==> src/rtl/fft256_stage_sequencer.sv <==
// Control and addressing engine for an in-place radix-2 DIT FFT: walks every stage and
// butterfly, feeds the butterfly unit and writes its results back to the read addresses.
module fft256_stage_sequencer #(
  parameter int N_LOG2 = 8,
  parameter int BF_LAT = 2,
  parameter int DW     = 32
) (
  input  logic              i_clk,
  input  logic              i_rst_n,
  input  logic              i_start,
  output logic              o_busy,
  output logic              o_done,
  output logic              o_err,
  output logic [N_LOG2-1:0] o_rd_addr_a,
  output logic [N_LOG2-1:0] o_rd_addr_b,
  input  logic [DW-1:0]     i_rd_data_a,
  input  logic [DW-1:0]     i_rd_data_b,
  output logic [N_LOG2-2:0] o_tw_addr,
  input  logic [DW-1:0]     i_tw,
  output logic              o_bf_en,
  output logic [DW-1:0]     o_bf_x,
  output logic [DW-1:0]     o_bf_y,
  output logic [DW-1:0]     o_bf_tw,
  input  logic              i_bf_en,
  input  logic [DW-1:0]     i_bf_x,
  input  logic [DW-1:0]     i_bf_y,
  output logic              o_wr_en,
  output logic [N_LOG2-1:0] o_wr_addr_a,
  output logic [N_LOG2-1:0] o_wr_addr_b,
  output logic [DW-1:0]     o_wr_data_a,
  output logic [DW-1:0]     o_wr_data_b
);

  localparam int AW = N_LOG2;
  localparam int KW = N_LOG2 - 1;
  localparam int SW = $clog2(N_LOG2);
  localparam int DL = BF_LAT + 1;
  localparam int CW = $clog2(BF_LAT + 2);

  typedef enum logic [1:0] {IDLE, ISSUE, DRAIN, DONE} state_e;

  state_e        state_q, state_d;
  logic [SW-1:0] stage_q, stage_d;
  logic [KW-1:0] k_q, k_d;
  logic [CW-1:0] drain_q, drain_d;
  logic          err_q;
  logic [DL-1:0] dlVld_q;
  logic [AW-1:0] dlAddrA_q [DL];
  logic [AW-1:0] dlAddrB_q [DL];

  logic          issue;
  logic          mismatch;
  logic [AW-1:0] kExt, half, jMask, addrA, addrB;
  logic [KW-1:0] twIdx;

  // Butterfly k of stage s: insert a zero bit at position s of k to get the x address.
  always_comb begin
    kExt  = AW'(k_q);
    half  = AW'(1) << stage_q;
    jMask = half - AW'(1);
    addrA = (((kExt >> stage_q) << stage_q) << 1) | (kExt & jMask);
    addrB = addrA | half;
    twIdx = KW'((kExt & jMask) << (SW'(N_LOG2 - 1) - stage_q));
  end

  always_ff @(posedge i_clk) begin
    if (!i_rst_n) begin
      state_q <= IDLE;
      stage_q <= '0;
      k_q     <= '0;
      drain_q <= '0;
      err_q   <= 1'b0;
      dlVld_q <= '0;
      for (int i = 0; i < DL; i++) begin
        dlAddrA_q[i] <= '0;
        dlAddrB_q[i] <= '0;
      end
    end else begin
      state_q      <= state_d;
      stage_q      <= stage_d;
      k_q          <= k_d;
      drain_q      <= drain_d;
      err_q        <= err_q | mismatch;
      dlVld_q      <= DL'({dlVld_q, issue});
      dlAddrA_q[0] <= o_rd_addr_a;
      dlAddrB_q[0] <= o_rd_addr_b;
      for (int i = 1; i < DL; i++) begin
        dlAddrA_q[i] <= dlAddrA_q[i-1];
        dlAddrB_q[i] <= dlAddrB_q[i-1];
      end
    end
  end

  // DRAIN holds off the next stage until the last write of this one has landed.
  always_comb begin
    state_d = state_q;
    stage_d = stage_q;
    k_d     = k_q;
    drain_d = drain_q;
    issue   = 1'b0;
    case (state_q)
      IDLE: begin
        if (i_start) begin
          state_d = ISSUE;
          stage_d = '0;
          k_d     = '0;
        end
      end
      ISSUE: begin
        issue = 1'b1;
        k_d   = k_q + 1'b1;
        if (k_q == '1) begin
          state_d = DRAIN;
          drain_d = '0;
        end
      end
      DRAIN: begin
        drain_d = drain_q + 1'b1;
        if (drain_q == CW'(BF_LAT)) begin
          drain_d = '0;
          if (stage_q == SW'(N_LOG2 - 1)) begin
            state_d = DONE;
          end else begin
            stage_d = stage_q + 1'b1;
            k_d     = '0;
            state_d = ISSUE;
          end
        end
      end
      DONE:    state_d = IDLE;
      default: state_d = IDLE;
    endcase
  end

  // Writes and error checks are gated by busy so a butterfly still draining after an abort is ignored.
  always_comb begin
    o_busy      = (state_q == ISSUE) || (state_q == DRAIN);
    o_done      = (state_q == DONE);
    o_rd_addr_a = issue ? addrA : '0;
    o_rd_addr_b = issue ? addrB : '0;
    o_tw_addr   = issue ? twIdx : '0;
    o_bf_en     = dlVld_q[0];
    o_bf_x      = dlVld_q[0] ? i_rd_data_a : '0;
    o_bf_y      = dlVld_q[0] ? i_rd_data_b : '0;
    o_bf_tw     = dlVld_q[0] ? i_tw : '0;
    mismatch    = o_busy && (i_bf_en != dlVld_q[DL-1]);
    o_err       = err_q | mismatch;
    o_wr_en     = o_busy && i_bf_en;
    o_wr_addr_a = o_wr_en ? dlAddrA_q[DL-1] : '0;
    o_wr_addr_b = o_wr_en ? dlAddrB_q[DL-1] : '0;
    o_wr_data_a = o_wr_en ? i_bf_x : '0;
    o_wr_data_b = o_wr_en ? i_bf_y : '0;
  end

endmodule

==> config.mk <==
export PLATFORM = sky130hd
export DESIGN_NAME = fft256_stage_sequencer
export DESIGN_NICKNAME = d
export VERILOG_FILES = /design/src/rtl/fft256_stage_sequencer.sv
export SDC_FILE = /design/constraint.sdc
export NUM_CORES = 1
export LEC_CHECK = 0
export BUFFER_PORTS_ARGS = -buffer_cell sky130_fd_sc_hd__buf_2
export CAP_MARGIN = 20
export CORE_AREA = 3 3 141 143
export CTS_BUF_LIST = sky130_fd_sc_hd__clkbuf_8
export CTS_CLUSTER_SIZE = 40
export DETAILED_ROUTE_END_ITERATION = 12
export DIE_AREA = 0 0 144 146
export PLACE_DENSITY = 0.55
export SLEW_MARGIN = 5
export SYNTH_ARGS = -nofsm -noshare
export SYNTH_HDL_FRONTEND = slang
export SYNTH_SLANG_ARGS = --single-unit
==> constraint.sdc <==
create_clock -name i_clk -period 4.4 [get_ports i_clk]
set_input_delay 0.66 -clock i_clk [delete_from_list [all_inputs] [get_ports i_clk]]
set_output_delay 0.66 -clock i_clk [all_outputs]
set_load 0.005 [all_outputs]
* Word-level counts from Yosys, hierarchy flattened
Memory sizes are Yosys's and may differ from the RTL's.
Index checks and enable logic that the tools add are counted.
Widths: inputs -> output; s select.
** Word-level totals
- Word-level logic and storage cells :: 84
- Input bits :: 164
- RAM bits :: 48
- Memories kept :: 2
- Register bits after elaboration :: 18
** Memories
- dlAddrA_q :: depth 3, bits a word 8, read ports 3, clocked after Yosys merged registers in 0, write ports 3, line 48 : logic [AW-1:0] dlAddrA_q [DL];
- dlAddrB_q :: depth 3, bits a word 8, read ports 3, clocked after Yosys merged registers in 0, write ports 3, line 49 : logic [AW-1:0] dlAddrB_q [DL];
** Operators by class
- Bitwise gates (word level) :: 10
- Reductions and logical operators :: 11
- Equal/unequal tests :: 11
- Add/sub/neg operators :: 5
- Multiplexer cells :: 35
- Shift-type cells :: 4
** Operators with widths (count)
- $mux 32 :: 5
- $mux 8 :: 10
- $mux 7 :: 4
- $pmux 7 s3 :: 1
- $or 8x8->8 :: 2
- $shl 8x3->7 :: 2
- $mux 2 :: 6
- $mux 3 :: 3
- $and 7x8->8 :: 1
- $ne 2x2->1 const B :: 4
- $pmux 2 s4 :: 1
- $reduce_and 4->1 :: 2
- $shl 1x3->8 const A :: 1
- $shr 7x3->8 :: 1
- $sub 8x1->8 const B :: 1
- $add 7x1->7 const B :: 1
- $eq 7x7->1 const B :: 1
- $or 1x1->1 :: 7
- $eq 2x2->1 const B :: 3
- $pmux 3 s2 :: 1
- $pmux 2 s2 :: 1
- $reduce_bool 2->1 :: 2
- $add 3x1->3 const B :: 1
- $eq 3x3->1 const B :: 1
- 11 further kinds :: 14

* Longest topological paths before layout
- Depth after elaboration :: 7
- Gate-level depth with buffers :: 11
- Mapped depth without buffers :: 9

* Worst setup path after synthesis
No wires, ideal clock.
- Path type :: flip-flop to output port
- Start :: register stage_q[0]
- End :: output port o_tw_addr[6]
- Setup slack :: 1.370 ns
- Arrival time :: 2.370 ns
- Cell stages (with the launch flop) :: 12
- Path through :: dfxtp_1 > clkbuf_1 > inv_1 > ha_1 > buf_2 > nand2b_1 > ha_1 > or4b_1 > o211ai_2 > a31oi_1 > a221oi_1 > a31o_1
** On the way
- Cells in the longest elaborated chain, start to end :: 5
- Elaborated cells between the ends (all ways) :: 6
** RTL lines
- start: declaration :: line 43 : logic [SW-1:0] stage_q, stage_d;
- start signal: assignment :: line 80 : stage_q <= stage_d;
- $shl 1x3->8 :: line 59 : half = AW'(1) << stage_q;
- $sub 8x1->8 :: line 60 : jMask = half - AW'(1);
- $and 7x8->8 :: line 63 : twIdx = KW'((kExt & jMask) << (SW'(N_LOG2 - 1) - stage_q));
- $shl 8x3->7 * :: line 63
- $mux 7 * :: line 141 : o_tw_addr = issue ? twIdx : '0;
- end: declaration :: line 18 : output logic [N_LOG2-2:0] o_tw_addr,
Mark *: on every way between the ends. The rest lies on a longest branch, timed or not.

* Worst setup path after layout
- Start :: register stage_q[0]
- End :: output port o_rd_addr_b[6]
** On the way
- Cells in the longest elaborated chain, start to end :: 6
- Elaborated cells between the ends (all ways) :: 8
** RTL lines
- $shl 1x3->8 :: line 59
- $sub 8x1->8 :: line 60
- $and 7x8->8 :: line 61 : addrA = (((kExt >> stage_q) << stage_q) << 1) | (kExt & jMask);
- $or 8x8->8 :: line 61
- $or 8x8->8 * :: line 62 : addrB = addrA | half;
- $mux 8 * :: line 140 : o_rd_addr_b = issue ? addrB : '0;
- end: declaration :: line 15 : output logic [N_LOG2-1:0] o_rd_addr_b,
Marked as above.

==> out/metrics.csv <==
stage,metric,value,unit
run_status,status,"complete, no violations",
layout,final_cell_area,6320,µm²
setup_path,worstPathMaxFanout,18,
routing,drt_iter0_markers,294,
clock_tree,post-cts-setup-buffers,0,
placement,hpwl,17.1,mm
floorplan,num_rows,50,
logic_synthesis,synth_fp_nets,703,
placement,port_buffers,367,
sta,max_slew_margin,36.4,%
clock_tree,cts.htree.levels,3,
logic_synthesis,async_reset_ff_share,0,%
floorplan,pin_count,368,
routing,drcViolationCount,0,
power,powerDensity,371,nW/µm²
setup_path,cp.required,3.74,ns
routing,drt_pass1_iterations,5,
routing,wire_per_inst,19.0,µm
layout,fin_nets,1039,
placement,place_congestion,0.974,
setup_path,crit_chain,"buf_4, ha_1, nand2_1, ha_1, or4b_1, nand3_1, o21ai_0, a22oi_1, a21oi_1, buf_2",
routing,via_count,4974,
floorplan,initial_core_util,21.8,%
logic_synthesis,ys_seq_area_share,32.4,%
run,cap_viol_max_count,0,
layout,fill_cells,2073,
logic_synthesis,synth-edff-count,0,
global_routing,grt_pass1_vias,4568,
clock_tree,cts.sinks,66,
global_routing,grt_pass1_wl,29.6,mm
routing,viasPerCell,4.51,
clock_tree,clock_latency,0.34,ns
logic_synthesis,ys_ff_latch,66,
layout,seqCellArea,1320,µm²
clock_tree,hold_buffers,0,
power,p_leak,0.00373,µW
logic_synthesis,synth_warnings,0,
placement,pre_cts_ws,1.25,ns
floorplan,die_x,144,µm
clock_tree,cts-root-buf,clkbuf_8,
sta,max_freq,279,MHz
setup_path,max_stage_delay,0.44,ns
sta,hold_viol_final,0,
sta,grt_setup_unrepaired,false,
sta,final.period_utilization,81.4,%
floorplan,core,18700,µm²
setup_path,crit_slowest_cell,or4b_1,
routing,ant_nets,0,
global_routing,grt_antenna_before_repair,1,
sta,layout_min_cycle_time,3.58,ns
sta,tightestPinTransition,0.954,ns
placement,dpl_cell_area,6050,µm²
floorplan,dieArea,21000,µm²
global_routing,grtUsageTotal,18.5,%
sta,skew,0.0125,ns
global_routing,grt_max_degree,84,
layout,multi_input_area,2520,µm²
sta,drv_slew,0,
setup_path,cpMostUsedCell,ha_1,
clock_tree,cts_made_buffers,9,
setup_path,worst_ep_arrival_time,2.92,ns
routing,routed_wl,21.0,mm
floorplan,die_h,146,µm
logic_synthesis,ys_types,58,
sta,tns,0,ns
power,ir_drop,0.000205,V
logic_synthesis,synth_flop_cell,dfxtp_1,
layout,syn2layout_area_growth,54.9,%
setup_path,criticalPathCategory,flip-flop to primary output,
clock_tree,cts_tree,built,
power,total_power,2350,µW
clock_tree,path_clk_slew,0.08,ns
setup_path,regToRegSetupSlack,1.86,ns
logic_synthesis,synthCells,527,
global_routing,grt.overflow.total,0,
logic_synthesis,synth_area,4080,µm²
sta,fin_ws,0.819,ns
clock_tree,clk_path_buf_depth,2,
setup_path,crit_path_start_kind,flip-flop,
sta,setup_viol_count_final,0,
clock_tree,postCtsResizedCells,0,
layout,drive_gt1_share,45.6,%
min_path,hp-class,flip-flop to flip-flop,
logic_synthesis,avgSynthCellArea,7.74,µm²
setup_path,endpoint_kind,primary output,
## cell usage in the layout (no fill, tap or decap), types with 10 or more instances in the layout
| cell type | n |
|---|---|
| a21oi_1 | 17 |
| and2_1 | 136 |
| and3_1 | 85 |
| buf_2 | 367 |
| clkbuf_8 | 10 |
| dfxtp_1 | 65 |
| ha_1 | 11 |
| inv_1 | 11 |
| nand2_1 | 18 |
| nand3_1 | 15 |
| nor2_1 | 30 |
| o21ai_0 | 12 |
## synth_stat cells (all sizes together), types with 3 or more instances
cell,instances,area (µm²)
o22ai,3,18.8
buf,5,22.5
dfxtp,66,1320
o21ai,13,65.1
nand2,19,78.8
nand3,15,75.1
a31oi,5,31.3
nor3,5,25.0
nand2b,5,31.3
and3,85,532
and2,136,851
clkbuf,44,175
ha,12,150
a21oi,18,101
nor2b,9,56.3
inv,10,37.5
a21boi,3,22.5
o211ai,4,35.0
nor2,30,113
## kinds of logic (layout without fill, tap and decap cells)
family	after synthesis	count (layout)	share of synthesized area [%]
other	0	1	0
DFF	66	66	32.4
muxes	1	1	0.245
xor gates and xnor gates	3	3	0.644
adders and majority gates	12	12	3.68
buffers and inverters	60	401	5.86
AOI/OAI and AO/OA	68	68	11.3
and+or+nand+nor	317	317	46.0
## metrics by stage
| step | cells | hold WS, ns | utilization, % |
|---|---|---|---|
| final | 1103 | 0.426 | 33.8 |
| after CTS | 1100 | 0.424 | 33.6 |
| after global routing | 1103 | 0.443 | 33.8 |
| after global placement | 1084 | 0.414 | 32.4 |
| after detailed placement | 1084 | 0.417 | 32.4 |
| after floorplan | 527 | 0.412 | - |
## worst paths after layout
check / start / end / cells past startpoint
hold reg to reg: dlAddrB_q[0][12] / dlAddrB_q[0][20] / 1
setup reg to reg: stage_q[0] / dlAddrB_q[0][6] / 9
setup / recovery: stage_q[0] / o_rd_addr_b[6] / 10
hold / removal: dlAddrB_q[0][12] / dlAddrB_q[0][20] / 1
## per-layer routing
metal | up-vias | part of all wire (%) | global-route usage, %
met3 | 16 | 14 | 9.76
met5 | - | 0 | 0
met4 | 0 | 1.3 | 3.95
met2 | 229 | 41 | 25.8
li1 | 2444 | - | -
met1 | 2285 | 43 | 25.3
## final cells by class
cell class	count	area share, %
multi-input combinational	401	39.9
timing repair buffer	374	30.3
sequential	66	20.9
inverter	11	0.653
tap	234	4.63
clock buffer	10	2.18
clock inverter	6	1.40
antenna	1	0.0396
## worst max-delay path: cells and delay by family, from the launching register on
family	cells	cell delay, ns
fa+ha+maj	2	0.56
simple gates	3	0.68
compound gates	3	0.66
buf+inv	2	0.37
flops	1	0.32
## sequential cells by signal, indices dropped and copies added (netlist names)
register / flops
dlAddrB_q: 24
err_q: 1
stage_q: 3
dlAddrA_q: 24
dlVld_q: 3
k_q: 7
state_q: 2
drain_q: 2
## report_power, final
part           total [µW]  switching [µW]  internal [µW]  leakage, µW
Combinational        1100             646            450      0.00308
Clock                 577             241            337     0.000115
Sequential            675            50.8            624     0.000533
Note: power is estimated with default switching activity, not from simulation.
